--- src/rtl/guess_pkg.sv ---
// -----------------------------------------------------------------------------
// guess_pkg
// Shared types and constants for the number-guessing round controller.
//   ctrl_state_t      : round sequencer states
//   LVL_TIME[1:3]     : seconds on the clock per difficulty level
//   DIGIT_LIMIT[1:3]  : exclusive upper bound of the secret per digit count
//   ROUNDS_PER_LEVEL  : rounds that must be won to finish a level
//   LFSR_W            : width of the secret-draw LFSR
// -----------------------------------------------------------------------------
package guess_pkg;

  typedef enum logic [1:0] {
    IDLE = 2'd0,
    LOAD = 2'd1,
    PLAY = 2'd2,
    DONE = 2'd3
  } ctrl_state_t;

  localparam int LFSR_W           = 10;
  localparam int ROUNDS_PER_LEVEL = 5;

  // Index 1..3 are meaningful; index 0 ("no level") never reaches these tables.
  localparam logic [3:1][6:0] LVL_TIME    = {7'd90, 7'd60, 7'd30};
  localparam logic [3:1][9:0] DIGIT_LIMIT = {10'd1000, 10'd100, 10'd10};

  function automatic logic [6:0] level_time(input logic [1:0] lvl);
    case (lvl)
      2'd1:    return LVL_TIME[1];
      2'd2:    return LVL_TIME[2];
      2'd3:    return LVL_TIME[3];
      default: return 7'd0;
    endcase
  endfunction

  // A digit count of 0 is not a legal input; treat it like a single digit.
  function automatic logic [9:0] digit_limit(input logic [1:0] digits);
    case (digits)
      2'd2:    return DIGIT_LIMIT[2];
      2'd3:    return DIGIT_LIMIT[3];
      default: return DIGIT_LIMIT[1];
    endcase
  endfunction

endpackage

--- src/rtl/guess_lfsr.sv ---
// -----------------------------------------------------------------------------
// guess_lfsr
// Free-running Fibonacci LFSR, polynomial x^10 + x^7 + 1 (shift left, feedback
// into bit 0). Never produces zero when seeded with a nonzero value.
// Ports:
//   clk      : system clock
//   restart  : synchronous active-high reset, loads SEED
//   en       : advance one step this cycle
//   value    : current LFSR contents
// -----------------------------------------------------------------------------
module guess_lfsr #(
  parameter int                LFSR_W = 10,
  parameter int                TAP    = 7,
  parameter logic [LFSR_W-1:0] SEED   = 10'h2A5
) (
  input  logic              clk,
  input  logic              restart,
  input  logic              en,
  output logic [LFSR_W-1:0] value
);

  logic [LFSR_W-1:0] lfsr_q, lfsr_d;

  always_comb begin
    lfsr_d = lfsr_q;
    if (en) begin
      lfsr_d = {lfsr_q[LFSR_W-2:0], lfsr_q[LFSR_W-1] ^ lfsr_q[TAP-1]};
    end
  end

  always_ff @(posedge clk) begin
    if (restart) begin
      lfsr_q <= SEED;
    end else begin
      lfsr_q <= lfsr_d;
    end
  end

  assign value = lfsr_q;

endmodule

--- src/rtl/guess_round_ctrl.sv ---
// -----------------------------------------------------------------------------
// guess_round_ctrl
// Round sequencer for the number-guessing game: draws a secret per round,
// runs the per-level countdown, judges guesses and counts misses and wins.
// Optional feature macro: GUESS_HINT_EN (too_high/too_low hints). When it is
// undefined both hint outputs are tied low and no magnitude compare exists.
// Ports:
//   clk               : system clock
//   restart           : synchronous active-high reset
//   confirm_btn       : debounced confirm level (synchronized + edge detected)
//   guess[9:0]        : player guess
//   diff_level[1:0]   : 0 = no game, 1..3 = level being played
//   max_incorrect[2:0]: miss limit for the level
//   max_digit[1:0]    : secret digit count (1..3)
//   timer[6:0]        : seconds remaining
//   incorrect_guesses : misses this level, saturating at 7
//   round[2:0]        : rounds won this level, saturating at 7
//   correct           : one-cycle pulse on a correct guess
//   too_high/too_low  : direction of the last wrong guess
// -----------------------------------------------------------------------------
module guess_round_ctrl
  import guess_pkg::*;
#(
  parameter int                TICK_DIV  = 50_000_000,
  parameter logic [LFSR_W-1:0] LFSR_SEED = 10'h2A5
) (
  input  logic       clk,
  input  logic       restart,
  input  logic       confirm_btn,
  input  logic [9:0] guess,
  input  logic [1:0] diff_level,
  input  logic [2:0] max_incorrect,
  input  logic [1:0] max_digit,
  output logic [6:0] timer,
  output logic [2:0] incorrect_guesses,
  output logic [2:0] round,
  output logic       correct,
  output logic       too_high,
  output logic       too_low
);

  localparam int                PRESC_W   = $clog2(TICK_DIV);
  localparam logic [PRESC_W-1:0] PRESC_MAX = PRESC_W'(TICK_DIV - 1);

  ctrl_state_t        state_q, state_d;
  logic [1:0]         level_q, level_d;
  logic [PRESC_W-1:0] presc_q, presc_d;
  logic [6:0]         timer_q, timer_d;
  logic [2:0]         inc_q, inc_d;
  logic [2:0]         round_q, round_d;
  logic               correct_q, correct_d;
  logic [9:0]         secret_q, secret_d;
  logic               sync1_q, sync2_q, conf_prev_q;

  logic [LFSR_W-1:0]  lfsr_val;
  logic [9:0]         candidate;
  logic               conf_edge;
  logic               tick;
  logic               guess_ok;
  logic [2:0]         inc_sat, round_sat;

  guess_lfsr #(
    .LFSR_W (LFSR_W),
    .TAP    (7),
    .SEED   (LFSR_SEED)
  ) u_lfsr (
    .clk     (clk),
    .restart (restart),
    .en      (1'b1),
    .value   (lfsr_val)
  );

  // LFSR never yields 0, so subtracting one makes 0 a reachable secret.
  assign candidate = lfsr_val - 10'd1;
  assign conf_edge = sync2_q & ~conf_prev_q;
  assign tick      = (presc_q == PRESC_MAX);
  assign guess_ok  = (guess == secret_q);
  assign inc_sat   = (inc_q == 3'd7)   ? 3'd7 : inc_q + 3'd1;
  assign round_sat = (round_q == 3'd7) ? 3'd7 : round_q + 3'd1;

  always_comb begin
    state_d   = state_q;
    level_d   = level_q;
    presc_d   = '0;
    timer_d   = timer_q;
    inc_d     = inc_q;
    round_d   = round_q;
    correct_d = 1'b0;
    secret_d  = secret_q;

    // Level changes outrank any confirm or tick in the same cycle.
    if (state_q != IDLE && diff_level == 2'd0) begin
      state_d = IDLE;
      round_d = '0;
      inc_d   = '0;
      timer_d = '0;
    end else if (state_q != IDLE && diff_level != level_q) begin
      state_d = LOAD;
      level_d = diff_level;
      round_d = '0;
      inc_d   = '0;
    end else begin
      unique case (state_q)
        IDLE: begin
          if (diff_level != 2'd0) begin
            state_d = LOAD;
            level_d = diff_level;
            round_d = '0;
            inc_d   = '0;
          end
        end
        LOAD: begin
          // Rejection sampling: keep drawing until the value fits the digit range.
          if (candidate < digit_limit(max_digit)) begin
            secret_d = candidate;
            timer_d  = level_time(level_q);
            state_d  = PLAY;
          end
        end
        PLAY: begin
          presc_d = tick ? '0 : presc_q + 1'b1;
          if (conf_edge && guess_ok) begin
            // Reload wins over a coincident tick.
            correct_d = 1'b1;
            round_d   = round_sat;
            timer_d   = level_time(level_q);
            state_d   = (round_sat == 3'(ROUNDS_PER_LEVEL)) ? DONE : LOAD;
          end else begin
            if (conf_edge) begin
              inc_d = inc_sat;
              if (inc_sat >= max_incorrect) state_d = DONE;
            end
            if (tick && timer_q != 7'd0) begin
              timer_d = timer_q - 7'd1;
              if (timer_q == 7'd1) state_d = DONE;
            end
          end
        end
        DONE: begin
        end
        default: state_d = IDLE;
      endcase
    end
  end

  always_ff @(posedge clk) begin
    if (restart) begin
      state_q     <= IDLE;
      level_q     <= '0;
      presc_q     <= '0;
      timer_q     <= '0;
      inc_q       <= '0;
      round_q     <= '0;
      correct_q   <= 1'b0;
      secret_q    <= '0;
      sync1_q     <= 1'b0;
      sync2_q     <= 1'b0;
      conf_prev_q <= 1'b0;
    end else begin
      state_q     <= state_d;
      level_q     <= level_d;
      presc_q     <= presc_d;
      timer_q     <= timer_d;
      inc_q       <= inc_d;
      round_q     <= round_d;
      correct_q   <= correct_d;
      secret_q    <= secret_d;
      sync1_q     <= confirm_btn;
      sync2_q     <= sync1_q;
      conf_prev_q <= sync2_q;
    end
  end

  assign timer             = timer_q;
  assign incorrect_guesses = inc_q;
  assign round             = round_q;
  assign correct           = correct_q;

`ifdef GUESS_HINT_EN
  logic too_high_q, too_high_d, too_low_q, too_low_d;

  // Hints are zero whenever a secret is being drawn or the game is idle, so
  // clearing on any cycle that lands in LOAD/IDLE covers every LOAD entry.
  // A PLAY confirm that does not leave for LOAD/IDLE and is not correct is a miss.
  always_comb begin
    too_high_d = too_high_q;
    too_low_d  = too_low_q;
    if (state_d == LOAD || state_d == IDLE || correct_d) begin
      too_high_d = 1'b0;
      too_low_d  = 1'b0;
    end else if (state_q == PLAY && conf_edge) begin
      too_high_d = (guess > secret_q);
      too_low_d  = (guess < secret_q);
    end
  end

  always_ff @(posedge clk) begin
    if (restart) begin
      too_high_q <= 1'b0;
      too_low_q  <= 1'b0;
    end else begin
      too_high_q <= too_high_d;
      too_low_q  <= too_low_d;
    end
  end

  assign too_high = too_high_q;
  assign too_low  = too_low_q;
`else
  assign too_high = 1'b0;
  assign too_low  = 1'b0;
`endif

endmodule

--- config.mk ---
export PLATFORM = sky130hd
export DESIGN_NAME = guess_round_ctrl
export DESIGN_NICKNAME = d
export VERILOG_FILES = /design/src/rtl/guess_pkg.sv /design/src/rtl/guess_lfsr.sv /design/src/rtl/guess_round_ctrl.sv
export SDC_FILE = /design/constraint.sdc
export NUM_CORES = 1
export LEC_CHECK = 0
export ABC_AREA = 0
export BUFFER_PORTS_ARGS = -buffer_cell sky130_fd_sc_hd__buf_2
export CAP_MARGIN = 20
export CORE_MARGIN = 4
export CORE_UTILIZATION = 52
export CTS_CLUSTER_SIZE = 16
export DETAILED_ROUTE_END_ITERATION = 10
export PLACE_DENSITY = 0.74
export SKIP_LAST_GASP = 1
export SYNTH_ARGS = -nofsm -noshare
export SYNTH_HDL_FRONTEND = slang
export SYNTH_SLANG_ARGS = --single-unit
--- constraint.sdc ---
create_clock -name clk -period 3 [get_ports clk]
set_input_delay 0.6 -clock clk [delete_from_list [all_inputs] [get_ports clk]]
set_output_delay 0.6 -clock clk [all_outputs]
set_load 0.01 [all_outputs]
==> flow_metrics.py <==
metrics = {
    "drt": {
        "vias": 3005,
        "dr.first_iter.drc_count": 97,
        "postRouteAntennaNets": 0,
        "routedWlPerCell_um": 14.1,
        "drc": 0,
        "routed_wirelength_mm": 7.86,
        "routed_via_density": 5.39,
        "firstDrtPassIters": 4,
    },
    "timing": {
        "fmax_mhz": 340,
        "rsz0062_at_grt": "true",
        "setup_violations": 0,
        "period_needed_ns": 2.94,
        "final_max_slew_viol_count": 0,
        "worst_slew_pin_slew_ns": 0.642,
        "hold_viol": 0,
        "finalCritPeriodShare_pct": 97.9,
        "clock_skew_ns": 0.00840,
        "fin_ws_ns": 0.0629,
        "slew_headroom_pct": 56.6,
        "whs_ns": 0.440,
    },
    "cts": {
        "clkTransAtPathRegs_ns": 0.07,
        "clock-root-buffer": "clkbuf_8",
        "cts_buffers": 9,
        "ctsLongestPathBuffers": 2,
        "cts.sinks": 67,
        "cts_tree": "yes",
        "cts_setup_buffers": 0,
        "htreeDepth": 3,
        "clk_latency_ns": 0.36,
    },
    "power": {
        "clkPwrFrac_pct": 29.8,
        "power_leakage_nw": 1.69,
        "ir_drop_v": 0.000231,
        "power_density_nw_per_um2": 594,
        "combPwrFrac_pct": 30.8,
        "p_sw_share_pct": 34.9,
        "p_seq_share_pct": 39.4,
        "switchingPower_mw": 0.899,
        "power.total_mw": 2.58,
        "power.internal_mw": 1.68,
    },
    "die": {
        "io_pins": 36,
        "row_count": 30,
        "dieArea_um2": 8590,
        "dieHeight_um": 92.7,
        "start_util_pct": 54.3,
        "core_area_um2": 6870,
        "fp.dieW_um": 92.7,
    },
    "logic_synthesis": {
        "ys_ff_latch": 67,
        "synthArstFlopShare_pct": 0,
        "yosysSeqAreaShare_pct": 36.0,
        "synth-main-ff-cell": "dfxtp_1",
        "synth_cell_types": 62,
        "syn-instance-count": 412,
        "avgSynthCellArea_um2": 9.05,
        "yosysWarnings": 0,
        "synth_area_um2": 3730,
        "synth_edf_count": 0,
    },
    "critical_path": {
        "cp.required_ns": 3.24,
        "cp.arrival_ns": 3.18,
        "startpoint_type": "register",
        "end_kind": "register",
        "worstPathMaxFanout": 13,
        "critPathKind": "register to register",
    },
    "job": {
        "maxCapViolations": 0,
    },
    "grt": {
        "grt_pass1_vias": 3045,
        "grt_antenna_before_repair": 0,
        "grt_pass1_wl_mm": 13.6,
        "grt_start_max_net_pins": 27,
        "grt_use_total_pct": 19.6,
        "overflow": 0,
    },
    "layout": {
        "final_nets": 501,
        "diodes": 0,
        "fillers": 566,
        "final_util_pct": 63.2,
        "areaGrowthSynthToFinish_pct": 16.4,
        "drive_gt1_share_pct": 21.2,
        "finalNonFillerCells": 558,
    },
    "placed_design": {
        "portBuffers": 33,
        "dp_hpwl_mm": 5.90,
        "place_inst": 542,
        "globalplace.congestion": 0.866,
        "dp_slack_ns": -0.0766,
    },
    "run_status": {
        "status": "completed",
    },
    "min_path": {
        "hold_path.class": "register to register",
    },
}
[metal layers]
layer  up-vias  routed length [µm]  track usage (%)
li1       1534                   -                -
met1      1404                3630             23.7
met2        47                3750             32.7
met3        20                 268             4.71
met5         -                   0                0
met4         0                 210             9.04
[synth_stat cells (2+ instances only)]
cell type,instances,area share (%)
a31o_1,3,0.70
buf_4,2,0.40
a31oi_1,3,0.50
a211o_1,3,0.70
or3_1,2,0.34
or2_2,6,1.0
ha_1,24,8.1
o211ai_1,3,0.60
nand2_1,17,1.7
and3_1,3,0.50
buf_2,2,0.27
xor2_1,23,5.4
nor2b_1,9,1.5
o21ai_1,3,0.40
mux2i_1,16,4.3
nand2b_1,5,0.84
a211oi_1,3,0.60
or4_1,2,0.40
a211oi_2,3,1.0
a21boi_0,2,0.40
clkbuf_1,7,0.70
o21ai_0,4,0.54
nand3_1,19,2.6
nor4_1,7,1.2
nor3_1,12,1.6
inv_1,19,1.9
nand4_1,15,2.5
dfxtp_1,67,36
nor4_4,2,1.1
and4_1,2,0.47
a21oi_1,12,1.6
nor2_1,55,5.5
xnor2_1,28,6.6
[state kept, by name, summed over array words and instances, names as in the netlist]
signal / cells
round: 3
timer: 7
u_lfsr.value: 10
correct: 1
state_q: 2
secret_q: 10
presc_q: 26
sync2_q: 1
sync1_q: 1
incorrect_guesses: 3
level_q: 2
conf_prev_q: 1
[cells by family after synthesis]
logic type | synth area share [%]
mux | 4.30
compound gates | 11.2
xor+xnor | 12.0
other cells | 0.101
fa+ha+maj | 8.05
simple gates | 24.8
buf+inv | 3.59
flops | 36.0
[critical path: stages, from the launching register on]
cell and delay, ns:
dfxtp_1 0.31, or4_4 0.57, nor3_4 0.17, nand2_2 0.08, xnor2_2 0.15, ha_1 0.31
nand4_1 0.12, a211oi_1 0.06, a211o_2 0.41, nor4_4 0.20, buf_12 0.19, mux2i_1 0.19
nor2_1 0.05
[timing repair]
item | 4_1_cts | 5_1_grt
gates resized for setup | 5 | 12
hold buffers | 0 | 0
pin swaps | 1 | 1
endpoints found under the setup margin | 15 | 19
[cell type report]
type	instances	area (µm²)	area share, %
timing repair buffer	45	268	6.17
sequential	67	1340	30.9
multi-input combinational	315	2340	53.9
tap	96	120	2.77
inverter	19	71.3	1.64
clock buffer	9	124	2.85
clock inverter	7	77.6	1.79
[per-stage QoR]
stage                     setup TNS, ns  area (µm²)
after CTS                             0        4290
final                                 0        4340
after floorplan                       0        3730
after global routing             -0.889        4340
after detailed placement         -0.793        4060
after global placement                0        4060
[final timing paths]
check                                    to  slack [ns]  cells after the start            start
worst max-delay path            secret_q[5]        0.06                     12  u_lfsr.value[5]
worst min-delay path             presc_q[0]        0.44                      1       presc_q[0]
worst max register to register  secret_q[5]        0.06                     12  u_lfsr.value[5]
worst min register to register   presc_q[0]        0.44                      1       presc_q[0]
[placed cells by master, fill, tap and decap left out, types with 3 or more instances in the layout]
master and n:
clkinv_4 3, and3_1 3, o211ai_1 3, ha_1 24, nand3_1 19, nor2_1 55
a31o_1 3, clkbuf_8 9, or2_2 6, buf_4 11, a21oi_1 12, xor2_1 23
xnor2_1 26, a211oi_1 3, buf_2 33, o21ai_0 4, nand2_1 15, nor2b_1 9
dfxtp_1 67, nand2b_1 5, nor3_1 10, nor4_2 4, nor4_1 3, nand4_1 15
o21ai_1 3, mux2i_1 16, a211oi_2 3, inv_1 19, a31oi_1 3
[power by group through the flow]
stage	Clock, mW	Sequential, mW	Combinational [mW]
after global placement	0	1.03	0.739
after CTS	0.786	1.01	0.764
after global routing	0.812	1.02	0.886
final	0.768	1.01	0.794
after detailed placement	0	1.03	0.756
after floorplan	0	1.03	0.574
(Power assumes the default switching activity.)
